### config.mk
export PLATFORM = sky130hd
export DESIGN_NAME = lsu_issue_queue
export DESIGN_NICKNAME = d
export VERILOG_FILES = /design/src/rtl/lsu_issue_pkg.sv /design/src/rtl/lsu_operand_slot.sv /design/src/rtl/lsu_issue_queue.sv
export SDC_FILE = /design/constraint.sdc
export NUM_CORES = 2
export LEC_CHECK = 0
export BUFFER_PORTS_ARGS = -buffer_cell sky130_fd_sc_hd__clkbuf_2
export CORE_AREA = 2 2 362 364
export DETAILED_ROUTE_END_ITERATION = 6
export DIE_AREA = 0 0 364 366
export GPL_TIMING_DRIVEN = 0
export MAX_ROUTING_LAYER = met4
export PLACE_DENSITY = 0.83
export REMOVE_ABC_BUFFERS = 1
export SYNTH_ARGS = -nofsm -noshare
export SYNTH_HDL_FRONTEND = slang
export SYNTH_SLANG_ARGS = --single-unit
### constraint.sdc
create_clock -name clk -period 13 [get_ports clk]
set_input_delay 1.3 -clock clk [delete_from_list [all_inputs] [get_ports clk]]
set_output_delay 1.3 -clock clk [all_outputs]
set_load 0.01 [all_outputs]
### src/rtl/lsu_issue_pkg.sv
// Shared definitions for the LSU issue queue: instruction field layout,
// FSM states and operand source kinds.
package lsu_issue_pkg;

  localparam int unsigned F_IMM_LSB  = 22;
  localparam int unsigned F_RS2_LSB  = 59;
  localparam int unsigned F_RS1_LSB  = 64;
  localparam int unsigned F_USE_IMM  = 69;
  localparam int unsigned F_DEP1_LSB = 103;
  localparam int unsigned F_DEP2_LSB = 108;

  // All-ones tag means "no in-flight producer"; truncated to DEP_W at use.
  localparam logic [31:0] DEP_NONE = '1;

  typedef enum logic [1:0] {IDLE, REQ, WAIT, OUT} lsu_state_e;

  typedef enum logic [1:0] {SRC_GRF, SRC_BYP, SRC_IMM, SRC_ZERO} src_kind_e;

  function automatic src_kind_e f_src_kind(input logic use_imm,
                                           input logic reg_zero,
                                           input logic dep_none);
    if (use_imm)       return SRC_IMM;
    else if (reg_zero) return SRC_ZERO;
    else if (dep_none) return SRC_GRF;
    else               return SRC_BYP;
  endfunction

  function automatic logic f_needs_req(input src_kind_e kind);
    return (kind == SRC_GRF) || (kind == SRC_BYP);
  endfunction

endpackage

### src/rtl/lsu_operand_slot.sv
// One operand collector: issues a GRF or bypass request, tracks acceptance
// and completion, and captures the returned (or immediate/zero) value.
module lsu_operand_slot
  import lsu_issue_pkg::*;
#(
  parameter int unsigned DATA_W = 32,
  parameter int unsigned REG_W  = 5,
  parameter int unsigned DEP_W  = 4
) (
  input  logic              clk,
  input  logic              rst,
  input  logic              i_clear,
  input  logic              i_load,
  input  src_kind_e         i_kind,
  input  logic [DATA_W-1:0] i_imm,
  input  logic [REG_W-1:0]  i_addr,
  input  logic [DEP_W-1:0]  i_tag,
  input  logic              i_collect,
  input  logic              i_grf_req_ready,
  input  logic              i_grf_rsp_valid,
  input  logic [DATA_W-1:0] i_grf_rsp_data,
  input  logic              i_byp_req_ready,
  input  logic              i_byp_rsp_valid,
  input  logic [DATA_W-1:0] i_byp_rsp_data,
  output logic              o_grf_req_valid,
  output logic [REG_W-1:0]  o_grf_addr,
  output logic              o_byp_req_valid,
  output logic [DEP_W-1:0]  o_byp_tag,
  output logic [DATA_W-1:0] o_data,
  output logic              o_accepted_c,
  output logic              o_done_c
);

  logic              r_needed;
  logic              r_is_grf;
  logic              r_acc;
  logic              r_done;
  logic              r_grf_valid;
  logic              r_byp_valid;
  logic [REG_W-1:0]  r_addr;
  logic [DEP_W-1:0]  r_tag;
  logic [DATA_W-1:0] r_data;

  logic              w_fire;
  logic              w_rsp_valid;
  logic [DATA_W-1:0] w_rsp_data;
  logic              w_capture;

  assign w_fire      = i_collect & ((r_grf_valid & i_grf_req_ready) |
                                    (r_byp_valid & i_byp_req_ready));
  assign w_rsp_valid = r_is_grf ? i_grf_rsp_valid : i_byp_rsp_valid;
  assign w_rsp_data  = r_is_grf ? i_grf_rsp_data  : i_byp_rsp_data;
  // A response is only taken once its request is (or is just being) accepted.
  assign w_capture   = i_collect & r_needed & ~r_done & (r_acc | w_fire) & w_rsp_valid;

  assign o_accepted_c    = ~r_needed | r_acc | w_fire;
  assign o_done_c        = ~r_needed | r_done | w_capture;
  assign o_grf_req_valid = r_grf_valid;
  assign o_byp_req_valid = r_byp_valid;
  assign o_grf_addr      = r_addr;
  assign o_byp_tag       = r_tag;
  assign o_data          = r_data;

  always_ff @(posedge clk) begin
    if (rst || i_clear) begin
      r_needed    <= 1'b0;
      r_is_grf    <= 1'b0;
      r_acc       <= 1'b0;
      r_done      <= 1'b0;
      r_grf_valid <= 1'b0;
      r_byp_valid <= 1'b0;
      r_addr      <= '0;
      r_tag       <= '0;
      r_data      <= '0;
    end else if (i_load) begin
      r_needed    <= f_needs_req(i_kind);
      r_is_grf    <= (i_kind == SRC_GRF);
      r_acc       <= 1'b0;
      r_done      <= 1'b0;
      r_grf_valid <= (i_kind == SRC_GRF);
      r_byp_valid <= (i_kind == SRC_BYP);
      r_addr      <= (i_kind == SRC_GRF) ? i_addr : '0;
      r_tag       <= (i_kind == SRC_BYP) ? i_tag : '0;
      r_data      <= (i_kind == SRC_IMM) ? i_imm : '0;
    end else if (i_collect) begin
      if (w_fire) begin
        r_acc       <= 1'b1;
        r_grf_valid <= 1'b0;
        r_byp_valid <= 1'b0;
      end
      if (w_capture) begin
        r_data <= w_rsp_data;
        r_done <= 1'b1;
      end
    end
  end

endmodule

### src/rtl/lsu_issue_queue.sv
// In-order LSU issue queue: buffers decoded instructions, collects both
// source operands and hands the packet to the execute stage.
module lsu_issue_queue
  import lsu_issue_pkg::*;
#(
  parameter int unsigned DEPTH   = 16,
  parameter int unsigned INSTR_W = 113,
  parameter int unsigned DATA_W  = 32,
  parameter int unsigned DEP_W   = 4,
  parameter int unsigned REG_W   = 5
) (
  input  logic                      clk,
  input  logic                      rst,
  input  logic                      i_flush,
  input  logic                      i_enq_valid,
  output logic                      o_enq_ready,
  input  logic [INSTR_W-1:0]        i_enq_instr,
  output logic [$clog2(DEPTH):0]    o_count,
  output logic [1:0]                o_grf_req_valid,
  input  logic [1:0]                i_grf_req_ready,
  output logic [2*REG_W-1:0]        o_grf_addr,
  input  logic [1:0]                i_grf_rsp_valid,
  input  logic [2*DATA_W-1:0]       i_grf_rsp_data,
  output logic [1:0]                o_byp_req_valid,
  input  logic [1:0]                i_byp_req_ready,
  output logic [2*DEP_W-1:0]        o_byp_tag,
  input  logic [1:0]                i_byp_rsp_valid,
  input  logic [2*DATA_W-1:0]       i_byp_rsp_data,
  output logic                      o_exe_valid,
  input  logic                      i_exe_ready,
  output logic [INSTR_W-1:0]        o_exe_instr,
  output logic [DATA_W-1:0]         o_exe_opa,
  output logic [DATA_W-1:0]         o_exe_opb
);

  localparam int unsigned AW = $clog2(DEPTH);
  localparam int unsigned PW = AW + 1;

  logic [INSTR_W-1:0] r_mem [DEPTH];
  logic [PW-1:0]      r_wptr;
  logic [PW-1:0]      r_rptr;
  logic [PW-1:0]      r_count;
  logic               r_enq_ready;
  lsu_state_e         r_state;
  logic               r_exe_valid;
  logic [INSTR_W-1:0] r_instr;

  lsu_state_e         w_state_n;
  logic               w_pop;
  logic               w_enq;
  logic               w_empty;
  logic [PW-1:0]      w_wptr_n;
  logic [PW-1:0]      w_rptr_n;
  logic [INSTR_W-1:0] w_head;
  src_kind_e          w_kind_a;
  src_kind_e          w_kind_b;
  logic               w_head_needs;
  logic               w_collect;
  logic [1:0]         w_acc;
  logic [1:0]         w_done;

  assign w_empty  = (r_wptr == r_rptr);
  assign w_enq    = i_enq_valid & r_enq_ready & ~i_flush;
  assign w_wptr_n = r_wptr + PW'(w_enq);
  assign w_rptr_n = r_rptr + PW'(w_pop);
  assign w_head   = r_mem[r_rptr[AW-1:0]];

  // Source decode of the head entry; rs1 never takes the immediate.
  assign w_kind_a = f_src_kind(1'b0,
                               (w_head[F_RS1_LSB +: REG_W] == '0),
                               (w_head[F_DEP1_LSB +: DEP_W] == DEP_W'(DEP_NONE)));
  assign w_kind_b = f_src_kind(w_head[F_USE_IMM],
                               (w_head[F_RS2_LSB +: REG_W] == '0),
                               (w_head[F_DEP2_LSB +: DEP_W] == DEP_W'(DEP_NONE)));
  assign w_head_needs = f_needs_req(w_kind_a) | f_needs_req(w_kind_b);
  assign w_collect    = (r_state == REQ) || (r_state == WAIT);

  assign o_enq_ready = r_enq_ready;
  assign o_count     = r_count;
  assign o_exe_valid = r_exe_valid;
  assign o_exe_instr = r_instr;

  always_ff @(posedge clk) begin
    if (w_enq) r_mem[r_wptr[AW-1:0]] <= i_enq_instr;
  end

  // Pointers carry a wrap bit; ready is recomputed from the next pointers.
  always_ff @(posedge clk) begin
    if (rst || i_flush) begin
      r_wptr      <= '0;
      r_rptr      <= '0;
      r_count     <= '0;
      r_enq_ready <= 1'b1;
    end else begin
      r_wptr      <= w_wptr_n;
      r_rptr      <= w_rptr_n;
      r_count     <= r_count + PW'(w_enq) - PW'(w_pop);
      r_enq_ready <= !((w_wptr_n[AW] != w_rptr_n[AW]) &&
                       (w_wptr_n[AW-1:0] == w_rptr_n[AW-1:0]));
    end
  end

  always_ff @(posedge clk) begin
    if (rst || i_flush) begin
      r_state     <= IDLE;
      r_exe_valid <= 1'b0;
      r_instr     <= '0;
    end else begin
      r_state     <= w_state_n;
      r_exe_valid <= (w_state_n == OUT);
      if (w_pop) r_instr <= w_head;
    end
  end

  always_comb begin
    w_state_n = r_state;
    w_pop     = 1'b0;
    unique case (r_state)
      IDLE: begin
        if (!w_empty) begin
          w_pop     = 1'b1;
          w_state_n = w_head_needs ? REQ : OUT;
        end
      end
      REQ:  if (&w_acc) w_state_n = WAIT;
      WAIT: if (&w_done) w_state_n = OUT;
      OUT: begin
        if (i_exe_ready) begin
          if (!w_empty) begin
            w_pop     = 1'b1;
            w_state_n = w_head_needs ? REQ : OUT;
          end else begin
            w_state_n = IDLE;
          end
        end
      end
      default: w_state_n = IDLE;
    endcase
  end

  lsu_operand_slot #(.DATA_W(DATA_W), .REG_W(REG_W), .DEP_W(DEP_W)) u_slot_a (
    .clk             (clk),
    .rst             (rst),
    .i_clear         (i_flush),
    .i_load          (w_pop),
    .i_kind          (w_kind_a),
    .i_imm           ('0),
    .i_addr          (w_head[F_RS1_LSB +: REG_W]),
    .i_tag           (w_head[F_DEP1_LSB +: DEP_W]),
    .i_collect       (w_collect),
    .i_grf_req_ready (i_grf_req_ready[0]),
    .i_grf_rsp_valid (i_grf_rsp_valid[0]),
    .i_grf_rsp_data  (i_grf_rsp_data[DATA_W-1:0]),
    .i_byp_req_ready (i_byp_req_ready[0]),
    .i_byp_rsp_valid (i_byp_rsp_valid[0]),
    .i_byp_rsp_data  (i_byp_rsp_data[DATA_W-1:0]),
    .o_grf_req_valid (o_grf_req_valid[0]),
    .o_grf_addr      (o_grf_addr[REG_W-1:0]),
    .o_byp_req_valid (o_byp_req_valid[0]),
    .o_byp_tag       (o_byp_tag[DEP_W-1:0]),
    .o_data          (o_exe_opa),
    .o_accepted_c    (w_acc[0]),
    .o_done_c        (w_done[0])
  );

  lsu_operand_slot #(.DATA_W(DATA_W), .REG_W(REG_W), .DEP_W(DEP_W)) u_slot_b (
    .clk             (clk),
    .rst             (rst),
    .i_clear         (i_flush),
    .i_load          (w_pop),
    .i_kind          (w_kind_b),
    .i_imm           (w_head[F_IMM_LSB +: DATA_W]),
    .i_addr          (w_head[F_RS2_LSB +: REG_W]),
    .i_tag           (w_head[F_DEP2_LSB +: DEP_W]),
    .i_collect       (w_collect),
    .i_grf_req_ready (i_grf_req_ready[1]),
    .i_grf_rsp_valid (i_grf_rsp_valid[1]),
    .i_grf_rsp_data  (i_grf_rsp_data[2*DATA_W-1:DATA_W]),
    .i_byp_req_ready (i_byp_req_ready[1]),
    .i_byp_rsp_valid (i_byp_rsp_valid[1]),
    .i_byp_rsp_data  (i_byp_rsp_data[2*DATA_W-1:DATA_W]),
    .o_grf_req_valid (o_grf_req_valid[1]),
    .o_grf_addr      (o_grf_addr[2*REG_W-1:REG_W]),
    .o_byp_req_valid (o_byp_req_valid[1]),
    .o_byp_tag       (o_byp_tag[2*DEP_W-1:DEP_W]),
    .o_data          (o_exe_opb),
    .o_accepted_c    (w_acc[1]),
    .o_done_c        (w_done[1])
  );

endmodule

## Word level (Yosys, flattened, before mapping)

Memory sizes are Yosys's and may differ from the RTL's. A register that Yosys moved wholly into a read port is not among the register bits.
Index checks and enable logic that the tools add are counted.

| operators by class | value |
|---|---|
| add/sub/neg operators | 4 |
| equality and inequality tests | 12 |
| multiplexer cells | 38 |
| bitwise operators | 34 |
| reductions and logical operators | 25 |

Operators by type and width:

| operator | number |
|---|---|
| two-way mux 32 bit | 6 |
| two-way mux 2 bit | 9 |
| AND reduction 2 bit | 9 |
| bitwise AND 1 bit | 16 |
| two-way mux 1 bit | 16 |
| adder 5 x 1 -> 5 bit | 3 |
| bitwise OR 1 bit | 13 |
| two-way mux 4 bit | 3 |
| zero test 5 bit | 2 |
| two-way mux 5 bit | 2 |
| equality test 2 bit (second input constant) | 4 |
| equality test 4 bit (second input constant) | 2 |
| one-hot mux 2 bit (4 select lines) | 1 |
| nonzero test 2 bit | 4 |
| equality test 2 x 1 -> 1 bit (second input constant) | 3 |
| zero test 2 bit | 3 |
| equality test 5 bit | 1 |
| NOT 1 bit | 5 |
| subtractor 5 x 1 -> 5 bit | 1 |
| equality test 4 bit | 1 |
| logical OR 1 bit | 4 |
| one-hot mux 1 bit (2 select lines) | 1 |
| OR reduction 2 bit | 1 |
| logical AND 1 bit | 1 |
| other kinds (2) | 2 |

| storage, ports and cells | value |
|---|---|
| flip-flop bits (word level) | 226 |
| RAM bits | 1,808 |
| input bits | 254 |
| output and inout bits | 206 |
| logic and storage cells | 139 |
| memories kept | 1 |

Memories:

| name | words | bits a word | rd ports | clocked after Yosys merged registers in | write ports | RTL line | RTL |
|---|---|---|---|---|---|---|---|
| r_mem | 16 | 113 | 1 | 1 | 1 | lsu_issue_queue.sv:39 | `logic [INSTR_W-1:0] r_mem [DEPTH];` |

## Logic depth before layout (Yosys ltp)

| depth | value |
|---|---|
| word-level depth | 12 |
| depth in mapped cells | 17 |

## Modules after synthesis

Synthesis repeated with hierarchy kept, for this count alone.

| unflattened totals | value |
|---|---|
| cells, all modules | 3,706 |
| area, all modules | 78,396.4 µm² |

By module, submodules not included:

| module | instances | cells an instance | area each (µm²) |
|---|---|---|---|
| lsu_issue_queue | 1 | 3,172 | 72,791.1 |
| lsu_operand_slot | 2 | 267 | 2,802.7 |

## Worst setup path before layout

OpenSTA, ideal clock, no wires.

| timing | value |
|---|---|
| path kind | input to register |
| start point | input i_enq_valid |
| end point | memory r_mem[0][0] (enable) |
| setup time | 0.723 ns |
| data arrival time | 9.643 ns |
| data required time | 12.277 ns |
| path slack | 2.634 ns |
| cell stages on the path | 4 |
| buffers on the path | 0 |
| cell sequence | nand2_1 > or2_2 > or3_1 > nor3_1 |

| between the ends | value |
|---|---|
| word-level cells in the longest chain between the ends | 4 |

Ends and longest elaborated chain:

| element | RTL line | RTL |
|---|---|---|
| start, declared | lsu_issue_queue.sv:15 | `input logic i_enq_valid,` |
| bitwise AND 1 bit (2 in a row) | lsu_issue_queue.sv:63 | `assign w_enq = i_enq_valid & r_enq_ready & ~i_flush;` |
| two-way mux 1 bit | lsu_issue_queue.sv:84 | `if (w_enq) r_mem[r_wptr[AW-1:0]] <= i_enq_instr;` |
| two-way mux 1 bit (implied by the code) | lsu_issue_queue.sv:84 |  |
| end, declared | lsu_issue_queue.sv:39 |  |

Every way passes these cells.

## Worst setup path after layout

| timing | value |
|---|---|
| start point | register r_rptr[3] |
| end point | register r_count[4] (netlist: o_count[4]) |

| between the ends | value |
|---|---|
| word-level cells in the longest chain between the ends | 5 |

Ends and longest elaborated chain:

| element | RTL line | RTL |
|---|---|---|
| start, declared | lsu_issue_queue.sv:41 | `logic [PW-1:0] r_rptr;` |
| start signal, assigned | lsu_issue_queue.sv:96 | `r_rptr <= w_rptr_n;` |
| equality test 5 bit (*) | lsu_issue_queue.sv:62 | `assign w_empty = (r_wptr == r_rptr);` |
| two-way mux 1 bit (*) | lsu_issue_queue.sv:120, lsu_issue_queue.sv:129 |  |
| two-way mux 1 bit | lsu_issue_queue.sv:128 | `if (i_exe_ready) begin` |
| one-hot mux 1 bit (2 select lines) (*) | lsu_issue_queue.sv:118 | `unique case (r_state)` |
| subtractor 5 x 1 -> 5 bit (*) | lsu_issue_queue.sv:97 | `r_count <= r_count + PW'(w_enq) - PW'(w_pop);` |
| end signal, assigned | lsu_issue_queue.sv:97 |  |
| end, declared | lsu_issue_queue.sv:42 | `logic [PW-1:0] r_count;` |

Mark *: on every way between the ends. The rest lies on a longest branch, timed or not.
A chain may end at the register's enable or synchronous reset.

==> summary.txt <==
Run status
  • Status: complete, but fails checks
  • Failing checks: slew limit

Floorplanning
  • Die area: 133000 um^2
  • Die Span X: between 300 and 400 um
  • Initial core utilization: 59.6%
  • Die H: 366 um
  • Ports: 460
  • Row count: 132
  • Core area: 129000 um^2

Routing
  • Mean routed wirelength per cell: around 32 um
  • Drc violations: 0
  • Iteration count of the initial detailed-routing pass: 6
  • Routed Antenna Nets: 0
  • Routed wire length: 196000 um
  • Starting DRC count in detailed routing: 4644
  • Via count: 40.2k
  • Via-to-Cell Ratio: 6.50

Worst setup path
  • Slowest CP cell: dfxtp_4
  • Worst R2R End: o_count[4]
  • Reg2Reg Depth: 15
  • Crit path launch: r_rptr[3]
  • Worst setup path class: register to register
  • Worst setup EP type: register
  • Arrival time at the worst endpoint: 5.70 ns
  • Ordered cell list for the critical path: buf_12 > xor2_1 > nor3_1 > a211o_4 > buf_16 > inv_6 > buf_16 > ha_1 > inv_1 > ha_1 > fa_1 > a21o_1 > a21oi_1 > xnor2_1 > nor2_1
  • Worst EP required: 13.66 ns
  • Crit path launch type: register
  • RR Startpoint: r_rptr[3]
  • Slowest stage delay, CP: 0.70 ns
  • Crit path capture: o_count[4]
  • Crit Path Max Fanout: 60
  • Reg-to-reg slack, setup: 7.96 ns

Synth
  • Most frequent cell after synthesis: edfxtp_1
  • Synth area leader: edfxtp_1
  • Ys async rst share: 0%
  • Post-synth top area share: 70.6%
  • Synthesized cell area: roughly 77000 um^2
  • Synthesized instance count: 3630
  • Sequential area share after synthesis: 76.5%
  • Commonest cells post-synth: edfxtp_1, mux4_2, nand2_1
  • Distinct cell type count of the synthesized netlist: 52
  • Post-synth EDFFs: roughly 1.8k
  • Seq cells post-synth: a little over 2k
  • Synth warnings: 0
  • Top area cells in the synthesized netlist: edfxtp_1, mux4_2, dfxtp_1, nand2_1, a21oi_1
  • Post-synth top flop: edfxtp_1
  • Synth Area per Inst: 21.2 um^2

STA
  • Final Setup Violations: 0
  • Crit path time final: 5.04 ns
  • Final Slew Violations: 5
  • Slew Limit Headroom: -2.39%
  • Worst hold slack: 0.453 ns
  • Final Skew: 0.0240 ns
  • Setup repair after global routing missed its margin: no
  • Worst Tran Pin Value: 1.54 ns
  • Setup tns final: 0 ns
  • Final Cycle Share: 38.8%
  • Fin. Hold Viols: 0
  • FMAX: approximately 0.20 GHz

CTS
  • Postcts setup bufs: 0
  • Bufs on Longest Clock Path: 3
  • TritonCTS buffer count: 195
  • Hold Buf Count CTS: 0
  • Clock H-tree levels: 4
  • Clock root cell: clkbuf_16
  • Clock Pin Slew Worst Setup and Hold Paths: about 0.07 ns
  • Post_cts resized: 0
  • Clk sinks: 2034
  • CTS tree: done
  • Clk_lat worst skew: 0.80 ns

Placement
  • Dpl hpwl: around 120000 um
  • PortBufs: ~460
  • Final Wtd Congestion: ~0.77
  • Placed Cells: about 5.8k

GRT
  • Antenna violations before repair: 25
  • Pin count of the biggest net entering global routing: 70
  • Gr usage total: 30.5%
  • Vias in the first global route: 41.0k
  • First-pass GRT wire length: ~280000 um
  • Total grt overflow: 0

Worst hold path
  • Hold depth: 2
  • Hold Crit Class: register to register

Layout
  • Fraction of layout cells with a size suffix above 1: about 34%
  • Area grow syn2layout: 17.5%
  • Non-filler cells, final: just over 6k
  • Nets: approximately 4.5k

Power
  • LEAKAGE: approximately 29 nW
  • Power per cell area: around 150 nW/um^2
  • Maximum vdd drop: 0.000116 V

Run
  • Maxcap violations: 0
## final cells by class
class,instances,area [um^2]
well taps,1742,2180
diodes,27,67.6
inverters,14,57.6
fillers,7437,38600
repair buffers,636,5550
clock inverters,106,1120
multi-input cells,1365,17200
clock buffers,257,5370
flip-flops and latches,2034,58800
## logic make-up (layout without fill, tap and decap cells)
group / Yosys count / after routing / share of synthesized area (%)
fa+ha+maj: 15 / 15 / 0.254
other cells: 0 / 27 / 0
simple gates: 413 / 413 / 2.17
buf+inv: 231 / 1013 / 1.32
compound gates: 287 / 287 / 2.31
flops: 2034 / 2034 / 76.5
xor+xnor: 20 / 20 / 0.228
mux: 630 / 630 / 17.2
## flip-flops by register name, summed over array words and instances, names as in the netlist, 2 cells and up
| name | flops |
|---|---|
| r_mem | 1808 |
| o_exe_instr | 113 |
| u_slot_a.o_data | 32 |
| u_slot_b.o_data | 32 |
| o_count | 5 |
| r_rptr | 5 |
| r_wptr | 5 |
| u_slot_a.o_grf_addr | 5 |
| u_slot_b.o_grf_addr | 5 |
| u_slot_a.o_byp_tag | 4 |
| u_slot_b.o_byp_tag | 4 |
| r_state | 2 |
## stage by stage
step           setup WS (ns)  total power [W]  util, %  area (um^2)
5_1_grt                 7.81           0.0136     70.1        90400
3_3_place_gp          -28.44          0.00779     62.3        80400
6_report                7.96           0.0133     70.1        90400
2_1_floorplan         -11.93          0.00757        -        75900
3_5_place_dp            8.01          0.00770     65.0        83800
4_1_cts                 7.97           0.0134     70.0        90300
## worst max-delay path: cells and delay by family (launching register included)
family	cells	cell delay, ns
AND/OR/NAND/NOR	2	0.57
buffers and inverters	5	1.30
XOR/XNOR	2	0.24
flip-flops	1	0.70
AO/OA/AOI/OAI	3	0.83
adder cells (fa/ha/maj)	3	1.02
## per-layer routing
layer	vias up	global-route usage, %	routed length, um
met2	2611	48.4	99100
li1	16228	-	-
met1	20891	39.3	70800
met3	436	6.81	19300
met4	0	11.1	6760
met5	-	-	0
## where the power goes
part           leakage, nW  total, W  switching (W)  internal, W
clock network         3.16   0.00575        0.00239      0.00336
logic                 7.33  0.000417       0.000254     0.000163
registers             18.1   0.00715      0.0000154      0.00714
## cell usage in the layout, fill, tap and decap left out, drive strengths merged, types with 19 or more instances in the layout
cell type and count:
a21oi 158, mux4 555, inv 19, bufinv 23
edfxtp 1808, o211ai 26, buf 177, dfxtp 226
clkbuf 716, mux2i 71, diode 27, nor2 82
a211oi 36, nand2 286, clkinv 68
## how the worst min path moves through the flow
stage	start	to	slack (ns)
floorplan	u_slot_a.r_needed	u_slot_a.r_needed	0.43
global placement	u_slot_b.o_grf_addr[0]	u_slot_b.o_grf_addr[0]	0.44
detailed placement	u_slot_b.o_grf_addr[0]	u_slot_b.o_grf_addr[0]	0.44
CTS	o_exe_instr[67]	o_exe_instr[67]	0.45
global route	o_exe_instr[106]	o_exe_instr[106]	0.47
finish	o_exe_instr[71]	o_exe_instr[71]	0.45
Note: power is estimated with default switching activity, not from simulation.
